[src/rtl/cellrv32_vmu_mem_bridge.sv]
`default_nettype none
// ============================================================================
// Module   : cellrv32_vmu_mem_bridge
// Brief    : Bridges VMU load/store requests to a single-beat data bus.
//            Requests are queued in order and issued to the bus. Load data
//            returns to the VMU in order with its ticket.
//            Optional bus-error reporting is enabled by defining VMU_BRIDGE_ERR_EN.
// Revision : 1.0 - initial release
// ============================================================================
module cellrv32_vmu_mem_bridge #(
    parameter int REQ_DEPTH      = 4,
    parameter int MAX_OUT        = 4,
    parameter int ADDR_WIDTH     = 32,
    parameter int REQ_DATA_WIDTH = 32,
    parameter int TICKET_WIDTH   = 4,
    parameter int MICROOP_WIDTH  = 5,
    parameter logic [MICROOP_WIDTH-1:0] OPCODE_VSTORE = 5'b00101
) (
    input  logic                                                             clk,
    input  logic                                                             rst_n,
    input  logic                                                             mem_req_valid_i,
    input  logic [ADDR_WIDTH+MICROOP_WIDTH+TICKET_WIDTH+REQ_DATA_WIDTH-1:0]  mem_req_i,
    output logic                                                             mem_req_ready_o,
    output logic                                                             mem_resp_valid_o,
    output logic [TICKET_WIDTH+REQ_DATA_WIDTH-1:0]                           mem_resp_o,
    output logic                                                             bus_req_o,
    output logic                                                             bus_we_o,
    output logic [ADDR_WIDTH-1:0]                                            bus_addr_o,
    output logic [REQ_DATA_WIDTH-1:0]                                        bus_wdata_o,
    input  logic                                                             bus_gnt_i,
    input  logic                                                             bus_ack_i,
    input  logic [REQ_DATA_WIDTH-1:0]                                        bus_rdata_i,
    input  logic                                                             bus_err_i,
    output logic                                                             err_o,
    output logic                                                             idle_o
);

    localparam int c_req_w   = ADDR_WIDTH + MICROOP_WIDTH + TICKET_WIDTH + REQ_DATA_WIDTH;
    localparam int c_entry_w = 1 + ADDR_WIDTH + REQ_DATA_WIDTH + TICKET_WIDTH;
    localparam int c_rptr_w  = (REQ_DEPTH > 1) ? $clog2(REQ_DEPTH) : 1;
    localparam int c_rcnt_w  = $clog2(REQ_DEPTH + 1);
    localparam int c_tptr_w  = (MAX_OUT > 1) ? $clog2(MAX_OUT) : 1;
    localparam int c_tcnt_w  = $clog2(MAX_OUT + 1);
    localparam logic [c_rptr_w-1:0] c_rptr_last = c_rptr_w'(REQ_DEPTH - 1);
    localparam logic [c_tptr_w-1:0] c_tptr_last = c_tptr_w'(MAX_OUT - 1);
    localparam logic [c_rcnt_w-1:0] c_rcnt_full = c_rcnt_w'(REQ_DEPTH);
    localparam logic [c_tcnt_w-1:0] c_tcnt_full = c_tcnt_w'(MAX_OUT);

    // Request entry: {we, addr, data, ticket}; tracker entry: {is_load, ticket}
    logic [c_entry_w-1:0]      r_req_mem [REQ_DEPTH];
    logic [TICKET_WIDTH:0]     r_trk_mem [MAX_OUT];
    logic [c_rptr_w-1:0]       r_req_wr, r_req_rd;
    logic [c_rcnt_w-1:0]       r_req_cnt;
    logic [c_tptr_w-1:0]       r_trk_wr, r_trk_rd;
    logic [c_tcnt_w-1:0]       r_trk_cnt;
    logic                      r_resp_valid;
    logic [TICKET_WIDTH+REQ_DATA_WIDTH-1:0] r_resp;

    logic [ADDR_WIDTH-1:0]     w_req_addr;
    logic [MICROOP_WIDTH-1:0]  w_req_op;
    logic [TICKET_WIDTH-1:0]   w_req_ticket;
    logic [REQ_DATA_WIDTH-1:0] w_req_data;
    logic [c_entry_w-1:0]      w_head;
    logic [TICKET_WIDTH:0]     w_trk_head;
    logic [REQ_DATA_WIDTH-1:0] w_rdata;
    logic                      w_req_full, w_req_empty, w_trk_full, w_trk_empty;
    logic                      w_push, w_issue, w_ack;

    assign w_req_addr   = mem_req_i[c_req_w-1 -: ADDR_WIDTH];
    assign w_req_op     = mem_req_i[TICKET_WIDTH+REQ_DATA_WIDTH +: MICROOP_WIDTH];
    assign w_req_ticket = mem_req_i[REQ_DATA_WIDTH +: TICKET_WIDTH];
    assign w_req_data   = mem_req_i[REQ_DATA_WIDTH-1:0];

    assign w_req_full  = (r_req_cnt == c_rcnt_full);
    assign w_req_empty = (r_req_cnt == '0);
    assign w_trk_full  = (r_trk_cnt == c_tcnt_full);
    assign w_trk_empty = (r_trk_cnt == '0);

    assign w_head     = r_req_mem[r_req_rd];
    assign w_trk_head = r_trk_mem[r_trk_rd];

    assign mem_req_ready_o = ~w_req_full;
    // Issue is gated by the pre-ack tracker state: no issue-through-pop
    assign bus_req_o       = ~w_req_empty & ~w_trk_full;
    assign bus_we_o        = w_head[c_entry_w-1];
    assign bus_addr_o      = w_head[c_entry_w-2 -: ADDR_WIDTH];
    assign bus_wdata_o     = w_head[TICKET_WIDTH +: REQ_DATA_WIDTH];

    assign w_push  = mem_req_valid_i & ~w_req_full;
    assign w_issue = bus_req_o & bus_gnt_i;
    assign w_ack   = bus_ack_i & ~w_trk_empty;

    assign mem_resp_valid_o = r_resp_valid;
    assign mem_resp_o       = r_resp;
    assign idle_o           = w_req_empty & w_trk_empty;

`ifdef VMU_BRIDGE_ERR_EN
    logic r_err;
    assign w_rdata = bus_err_i ? '0 : bus_rdata_i;
    assign err_o   = r_err;

    always_ff @(posedge clk) begin
        if (!rst_n) begin
            r_err <= 1'b0;
        end else if (bus_ack_i & (bus_err_i | w_trk_empty)) begin
            r_err <= 1'b1;
        end
    end
`else
    logic w_unused_err;
    assign w_unused_err = bus_err_i;
    assign w_rdata      = bus_rdata_i;
    assign err_o        = 1'b0;
`endif

    always_ff @(posedge clk) begin
        if (w_push) begin
            r_req_mem[r_req_wr] <= {(w_req_op == OPCODE_VSTORE), w_req_addr, w_req_data, w_req_ticket};
        end
        if (w_issue) begin
            r_trk_mem[r_trk_wr] <= {~bus_we_o, w_head[TICKET_WIDTH-1:0]};
        end
    end

    always_ff @(posedge clk) begin
        if (!rst_n) begin
            r_req_wr     <= '0;
            r_req_rd     <= '0;
            r_req_cnt    <= '0;
            r_trk_wr     <= '0;
            r_trk_rd     <= '0;
            r_trk_cnt    <= '0;
            r_resp_valid <= 1'b0;
            r_resp       <= '0;
        end else begin
            if (w_push) begin
                r_req_wr <= (r_req_wr == c_rptr_last) ? '0 : r_req_wr + 1'b1;
            end
            if (w_issue) begin
                r_req_rd <= (r_req_rd == c_rptr_last) ? '0 : r_req_rd + 1'b1;
                r_trk_wr <= (r_trk_wr == c_tptr_last) ? '0 : r_trk_wr + 1'b1;
            end
            if (w_ack) begin
                r_trk_rd <= (r_trk_rd == c_tptr_last) ? '0 : r_trk_rd + 1'b1;
            end

            case ({w_push, w_issue})
                2'b10:   r_req_cnt <= r_req_cnt + 1'b1;
                2'b01:   r_req_cnt <= r_req_cnt - 1'b1;
                default: r_req_cnt <= r_req_cnt;
            endcase

            case ({w_issue, w_ack})
                2'b10:   r_trk_cnt <= r_trk_cnt + 1'b1;
                2'b01:   r_trk_cnt <= r_trk_cnt - 1'b1;
                default: r_trk_cnt <= r_trk_cnt;
            endcase

            // Store acks retire silently; only loads produce a response pulse
            r_resp_valid <= w_ack & w_trk_head[TICKET_WIDTH];
            if (w_ack & w_trk_head[TICKET_WIDTH]) begin
                r_resp <= {w_trk_head[TICKET_WIDTH-1:0], w_rdata};
            end
        end
    end

endmodule
`default_nettype wire
[config.mk]
export PLATFORM = sky130hd
export DESIGN_NAME = cellrv32_vmu_mem_bridge
export DESIGN_NICKNAME = d
export VERILOG_FILES = /design/src/rtl/cellrv32_vmu_mem_bridge.sv
export SDC_FILE = /design/constraint.sdc
export NUM_CORES = 1
export LEC_CHECK = 0
export ABC_AREA = 1
export BUFFER_PORTS_ARGS = -buffer_cell sky130_fd_sc_hd__buf_2
export CAP_MARGIN = 20
export CORE_ASPECT_RATIO = 0.7
export CORE_MARGIN = 5
export CORE_UTILIZATION = 55
export CTS_BUF_LIST = sky130_fd_sc_hd__clkbuf_16
export CTS_CLUSTER_DIAMETER = 200
export DETAILED_ROUTE_END_ITERATION = 6
export GPL_TIMING_DRIVEN = 0
export PLACE_DENSITY = 0.8
export SYNTH_ARGS = -nofsm -noshare
export SYNTH_HDL_FRONTEND = slang
export SYNTH_SLANG_ARGS = --single-unit
[constraint.sdc]
create_clock -name clk -period 5.4 [get_ports clk]
set_clock_uncertainty 0.05 [all_clocks]
set_input_delay 0.54 -clock clk [delete_from_list [all_inputs] [get_ports clk]]
set_output_delay 0.54 -clock clk [all_outputs]
set_load 0.03 [all_outputs]
== Yosys cells after proc, flatten, opt, wreduce, memory -nomap -nowiden ==
Memories as Yosys holds them, arrays and structs flattened. A register that Yosys moved wholly into a read port is not among the register bits.
Index checks and enable logic that the tools add are counted.
Widths: inputs -> output; s select.

* Register bits after elaboration: 51
* Memory bits (writable): 296
* Input port bits: 111
* Output and inout port bits: 106
* Memories: 2

{| class="wikitable"
|+ Memory list
! memory !! words !! bits a word !! rd ports !! clocked after memory_dff !! wr ports !! line !! source
|-
| r_req_mem || 4 || 69 || 1 || 1 || 1 || 50 || <nowiki>logic [c_entry_w-1:0] r_req_mem [REQ_DEPTH];</nowiki>
|-
| r_trk_mem || 4 || 5 || 1 || 1 || 1 || 51 || <nowiki>logic [TICKET_WIDTH:0] r_trk_mem [MAX_OUT];</nowiki>
|}

* Add/subtract/negate cells: 8
* Equality and inequality tests: 11
* Mux-type cells: 14
* Bitwise operators: 11
* Reductions and logical operators: 4

{| class="wikitable"
|+ Operators with widths
! kind !! count
|-
| $mux 2 || 8
|-
| $eq 2x2->1 const B || 6
|-
| $pmux 3 s2 || 2
|-
| $add 2x1->2 const B || 4
|-
| $add 3x1->3 const B || 2
|-
| $and 1x1->1 || 6
|-
| $eq 3x3->1 const B || 2
|-
| $logic_not 3->1 || 2
|-
| $sub 3x1->3 const B || 2
|-
| $eq 5x3->1 const B || 1
|-
| $not 1->1 || 5
|-
| $eq 2x1->1 const B || 2
|-
| $mux 1 || 4
|-
| $reduce_bool 2->1 || 2
|}

== Depth between registers and ports, before layout ==
Gate-level depths: netlist of run 1.

* Depth in word-level cells: 6
* Mapped depth: 13

== Worst setup path before layout of run 1 ==
Ideal clock, no wire load.

* Path kind: register -> register
* From: register r_req_cnt[1]
* To: memory r_req_mem[0][0] (netlist bit) (enable)
* Library setup time: 0.497 ns
* Arrival: 3.836 ns
* Path slack: 1.018 ns
* Stages on the path, launching flop included: 5
* Path buffers: 0
* Cell sequence: dfxtp_1 -> inv_1 -> nand3_1 -> nand2_1 -> nor2_1

* Longest elaborated chain between the ends: 5

{| class="wikitable"
|+ Ends and longest elaborated chain
! element !! line !! source
|-
| from (decl) || 53 || <nowiki>logic [c_rcnt_w-1:0] r_req_cnt;</nowiki>
|-
| from (signal assigned) || 148 || <nowiki>2'b10: r_req_cnt <= r_req_cnt + 1'b1;</nowiki>
|-
| from (signal assigned) || 149 || <nowiki>2'b01: r_req_cnt <= r_req_cnt - 1'b1;</nowiki>
|-
| from (signal assigned) || 150 || <nowiki>default: r_req_cnt <= r_req_cnt;</nowiki>
|-
| $eq 3x3->1 || 74 || <nowiki>assign w_req_full = (r_req_cnt == c_rcnt_full);</nowiki>
|-
| $not 1->1 || - ||
|-
| net mem_req_ready_o || 23 || <nowiki>output logic mem_req_ready_o,</nowiki>
|-
| $and 1x1->1 || 89 || <nowiki>assign w_push = mem_req_valid_i & ~w_req_full;</nowiki>
|-
| $mux 1 || 117 || <nowiki>if (w_push) begin</nowiki>
|-
| $mux 1 (not written as such) || 118 || <nowiki>r_req_mem[r_req_wr] <= {(w_req_op == OPCODE_VSTORE), w_req_addr, w_req_data, w_req_ticket};</nowiki>
|-
| to (decl) || 50 ||
|}

The timed path passes the listed nets, and every way through them passes these cells.

==> summary.txt, run 1 <==
Yosys top cell area share -> 0.638
GR Layer Usage met3 -> 0.0513
largest net degree at the start of global routing -> 29
HPWL Detailed -> 21100 um
PD cells -> 546 nW/um2
CTS max path bufs -> 3
leak pwr -> 0.00642 uW
FF+latch count, synth -> 351
via count -> 9347
WL/cell -> 18.7 um
post-route cell area -> 16700 um2
PortBufs -> 213
CP cell instances -> clkbuf_2, clkbuf_1, o21ai_0, o22ai_1, buf_4, buf_2
share of cells above drive strength 1 -> 0.268
Worst Reg-to-Reg Cells -> 6
I/O Pins -> 217
status -> finished, final reports clean
met2 usage -> 0.364
placed cells -> 1671
number of antenna violations at the first check in global routing -> 6
1st-iter DRT viols -> 790
leading area contributor after synthesis -> edfxtp_1
CTS buffer count -> 34
CTS Hold Bufs -> 0
average cell area after synthesis -> 12.4 um2
Post-DP Area -> 15600 um2
Max Clock Freq -> 0.315 GHz
Tcrit/Tclk final -> 0.589
top post-synthesis cells by area -> edfxtp_1 (64%), dfxtp_1 (7.9%), nor2_1 (5.7%)
hold path depth -> 1
crit path max fanout -> 10
CP max stage delay -> 0.57 ns
most common cell after layout, fill and taps aside -> edfxtp_1
row count -> 48
Post-Layout Cell Count -> 1732
maxcap violations -> 0
initial core utilization -> 0.562
post-route minimum period -> 3.18 ns
Post-Syn Nets -> 1250
Worst Hold Class -> in2reg
measured slew at the worst slew-check pin -> 0.937 ns
area of the core -> 24800 um2
CP startpoint kind -> flop
Final ANT Viol Nets -> 0
highest-delay cell along the critical path -> dfxtp_1
CP Capture Type -> primary output
DR pass1 iterations -> 6
vias in the first global route -> 9229
DRC viols -> 0
gr busiest metal -> met2
Slew headroom -> 0.374
Data required, critical path -> 4.81 ns
vias per std cell -> 5.40
die area -> 28700 um2
final count of hold timing violations -> 0
drt total wl -> 32500 um
H-tree depth -> 2
Cells after Synth -> 1125
most frequent cells in the layout -> edfxtp_1 (296), buf_2 (231), nor2_1 (209), o21ai_0 (156), buf_4 (73)
worst skew pair latency -> 0.51 ns
Die W -> 200 um
CTS tree -> built
# clock sinks -> 351
gpl congestion -> 0.806
WP data arrival -> 2.59 ns
clock slew at reported path FFs -> 0.06 ns
RSZ-0062 raised after global routing -> false
Setup Viol. Count Final -> 0
CTS Root Cell -> clkbuf_16
cell area after synthesis -> 13900 um2
post-cts sizing count -> 0
total gr overflow -> 0
Area Overhead vs Synth -> 19.6%
critical path class -> reg2out
setup bufs post-CTS -> 0
# nets final -> 1507
first-pass GRT wire length -> 50500 um
post-synthesis sequential area ratio -> 0.717
Netlist cell types -> 23
routing usage on met1 -> 0.309
Slew Limit Fails -> 0
Die H -> 143 um
Synth Warn # -> 0
VDD IR max -> 0.000406 V
Total GRT Usage -> 0.221
metal layers:
metal,vias up,wire [um]
met4,8,409
li1,4453,-
met3,40,2510
met1,4449,14100
met2,397,15400
met5,-,48
cell usage after synthesis:
cell type	number
a21oi_1	45
a32oi_1	1
buf_2	18
buf_4	73
buf_6	5
clkbuf_1	32
clkbuf_2	3
conb_1	1
dfxtp_1	55
edfxtp_1	296
fa_1	2
ha_1	12
inv_1	38
inv_2	3
nand2_1	62
nand2_2	1
nand3_1	5
nand3b_1	32
nor2_1	213
nor4_1	1
o21ai_0	156
o21ai_1	3
o22ai_1	68
kinds of logic after synthesis:
family	Yosys count	share of synthesized area
AOI/OAI and AO/OA	273	0.104
other	1	0.000269
and+or+nand+nor	314	0.0940
DFF	351	0.717
buffers and inverters	172	0.0706
adders and majority gates	14	0.0137
sequential cells by signal, indices dropped and copies added, names as in the netlist, named ones only:
signal / cells
r_req_cnt: 3
r_trk_cnt: 3
mem_resp_valid_o: 1
r_trk_mem: 20
r_req_wr: 2
r_req_rd: 2
r_req_mem: 276
r_trk_rd: 2
r_trk_wr: 2
mem_resp_o: 36
worst max-delay path: cells and delay by family, from the launching register on:
family | cells | cell delay (ns)
buf+inv | 4 | 1.08
flops | 1 | 0.57
compound gates | 2 | 0.43
metrics by stage:
stage,TNS [ns],utilization,total power [uW],setup WS [ns],hold slack [ns]
floorplan,0,-,5900,1.02,0.394
global placement,-343.43,0.621,6810,-1.39,0.409
detailed placement,0,0.629,6890,2.76,0.418
CTS,0,0.672,9160,2.18,0.164
global route,0,0.672,9620,2.06,0.161
finish,0,0.672,9110,2.22,0.186
power breakdown:
| part | switching (uW) | internal (uW) | total, uW |
|---|---|---|---|
| Clock | 976 | 1280 | 2250 |
| Sequential | 123 | 3340 | 3460 |
| Combinational | 2260 | 1130 | 3390 |
| Total | 3360 | 5750 | 9110 |
path summary, 6_finish.rpt:
kind                       start          endpoint  slack [ns]
setup / recovery            flop    bus_addr_o[23]        2.22
hold / removal     mem_req_i[63]  r_req_mem[1][58]        0.19
setup reg to reg    r_req_cnt[1]  r_req_mem[2][35]        2.88
hold reg to reg   mem_resp_o[10]    mem_resp_o[10]        0.43
area by class of cell:
type | count | area [um2]
inverters | 41 | 154
diodes | 2 | 5.00
well taps | 325 | 407
flip-flops and latches | 351 | 9990
fillers | 1816 | 8140
clock buffers | 35 | 876
clock inverters | 24 | 180
multi-input cells | 602 | 2990
plain buffers | 131 | 830
repair buffers | 221 | 1230
Note: power is estimated with default switching activity, not from simulation.
==> run 2: changes to the inputs <==
==> constraint.sdc (replaced) <==
create_clock -name clk -period 3.01 [get_ports clk]
set_clock_uncertainty 0.05 [all_clocks]
set_input_delay 0.301 -clock clk [delete_from_list [all_inputs] [get_ports clk]]
set_output_delay 0.301 -clock clk [all_outputs]
set_load 0.03 [all_outputs]
==> run 2 against run 1 <==
Net effect: the flow now finishes with violations (DRC); critical path depth stayed put; global-route usage hardly changed; routed wire length hardly changed; highest routed layer is now met4.
==> summary.txt, run 2 (synthesis results as in run 1) <==
# nets final -> 1587
1st-iter DRT viols -> 742
CTS buffer count -> 31
largest net degree at the start of global routing -> 29
WL/cell -> 17.9 um
area of the core -> 24800 um2
Die W -> 200 um
share of cells above drive strength 1 -> 0.252
first-pass GRT wire length -> 51000 um
area of the multi-input gates -> 2990 um2
Filler Cell Count -> 1698
FF+latch area -> 9990 um2
# clock sinks -> 351
maxcap violations -> 0
most common cell after layout, fill and taps aside -> edfxtp_1
Biggest register -> r_req_mem
vias in the first global route -> 9753
worst skew pair latency -> 0.55 ns
Logic pwr share -> 0.380
Slew Limit Fails -> 0
Worst Hold Class -> in2reg
DRC viols -> 2
RSZ-0062 raised after global routing -> false
via count -> 9663
Total GRT Usage -> 0.221
CTS max path bufs -> 3
most frequent cells in the layout -> edfxtp_1 (296), buf_2 (231), nor2_1 (209), o21ai_0 (156), dlygate4sd3_1 (82)
die area -> 28700 um2
Tcrit/Tclk final -> 0.966
CTS Root Cell -> clkbuf_16
row count -> 48
gpl congestion -> 0.795
clock share of power -> 0.235
post-route minimum period -> 2.91 ns
sw frac -> 0.366
crit path max fanout -> 10
Flop pwr share -> 0.385
final count of hold timing violations -> 0
Largest register FFs -> 276
Max Clock Freq -> 0.344 GHz
Post-DP Area -> 15600 um2
Final ANT Viol Nets -> 0
CP startpoint kind -> flop
vias per std cell -> 5.34
leak pwr -> 0.00676 uW
I/O Pins -> 217
Slew headroom -> 0.391
post-route cell area -> 17400 um2
total gr overflow -> 0
# diodes -> 0
Area Overhead vs Synth -> 25.1%
number of antenna violations at the first check in global routing -> 0
WP data arrival -> 2.56 ns
Pint -> 10200 uW
drt total wl -> 32500 um
Data required, critical path -> 2.66 ns
Die H -> 143 um
CTS tree -> built
measured slew at the worst slew-check pin -> 0.911 ns
H-tree depth -> 1
Worst Setup Slack, final -> 0.102 ns
critical path class -> reg2out
status -> complete, but fails checks
Setup Viol. Count Final -> 0
failing checks -> DRC
Net Switching -> 5920 uW
DP Worst Slack -> 0.621 ns
PortBufs -> 213
clock slew at reported path FFs -> 0.06 ns
CP Capture Type -> primary output
total power -> 16100 uW
DR pass1 iterations -> 7
HPWL Detailed -> 20600 um
VDD IR max -> 0.000580 V
initial core utilization -> 0.562
PD cells -> 926 nW/um2
-- run 2: cell types whose count changed in the layout (fill, tap and decap cells not counted), moves of 2 or more --
cell,previous run,this run
buf_16,1,3
diode_2,2,0
clkinvlp_4,2,0
dlygate4sd3_1,0,82
clkbuf_2,3,5
clkbuf_16,35,33
inv_6,2,0
clkbuf_1,32,30
clkinv_1,5,7
clkinv_2,6,4
inv_2,4,8
-- run 2: cell type report --
| type | count | share of cell area |
|---|---|---|
| Tap cell | 325 | 0.0233 |
| Timing Repair Buffer | 304 | 0.120 |
| Buffer | 131 | 0.0477 |
| Clock buffer | 33 | 0.0474 |
| Clock inverter | 24 | 0.00847 |
| Multi-Input combinational cell | 602 | 0.171 |
| Inverter | 41 | 0.00883 |
| Sequential cell | 351 | 0.573 |
-- run 2: critical path, stage by stage (launching register included) --
cell      delay (ns)
dfxtp_1         0.42
inv_1           0.36
clkbuf_1        0.40
o21ai_0         0.16
o22ai_1         0.31
buf_4           0.17
buf_2           0.19
-- run 2: per-layer routing --
metal  GRT usage  share of wire  up-vias
li1            -              -     4617
met1       0.287           0.41     4596
met2       0.389           0.49      395
met3      0.0465          0.075       55
met4      0.0565          0.023        0
met5           0              0        -
-- run 2: path summary, 6_finish.rpt --
kind                    from          endpoint  slack (ns)  cells past startpoint
max reg2reg     r_req_cnt[1]  r_req_mem[0][28]        0.66                      5
max                     flop    bus_wdata_o[3]        0.10                      6
min          bus_rdata_i[13]    mem_resp_o[13]        0.02                      4
min reg2reg    mem_resp_o[1]     mem_resp_o[1]        0.43                      2
-- run 2: timing repair --
action | 4_1_cts | 5_1_grt
hold buffers | 82 | 0
resized for setup | 0 | 4
endpoints found under the setup margin | 0 | 5
buffers inserted | 0 | 0
endpoints found under the hold margin | 286 | 0
-- run 2: stage by stage --
step | setup TNS, ns | utilization | hold WS, ns | cells
2_1_floorplan | -71.67 | - | 0.350 | 1125
3_3_place_gp | -370.83 | 0.621 | 0.408 | 1663
3_5_place_dp | 0 | 0.630 | 0.414 | 1672
4_1_cts | 0 | 0.703 | 0.00265 | 1811
5_1_grt | 0 | 0.703 | 0.00589 | 1811
6_report | 0 | 0.703 | 0.0169 | 1811
-- run 2: power groups by stage --
stage	registers, uW	clock network (uW)	logic, uW
global route	6260	4080	6660
floorplan	6600	0	3960
global placement	6330	0	5810
CTS	6210	3830	6140
finish	6210	3790	6140
detailed placement	6310	0	6020
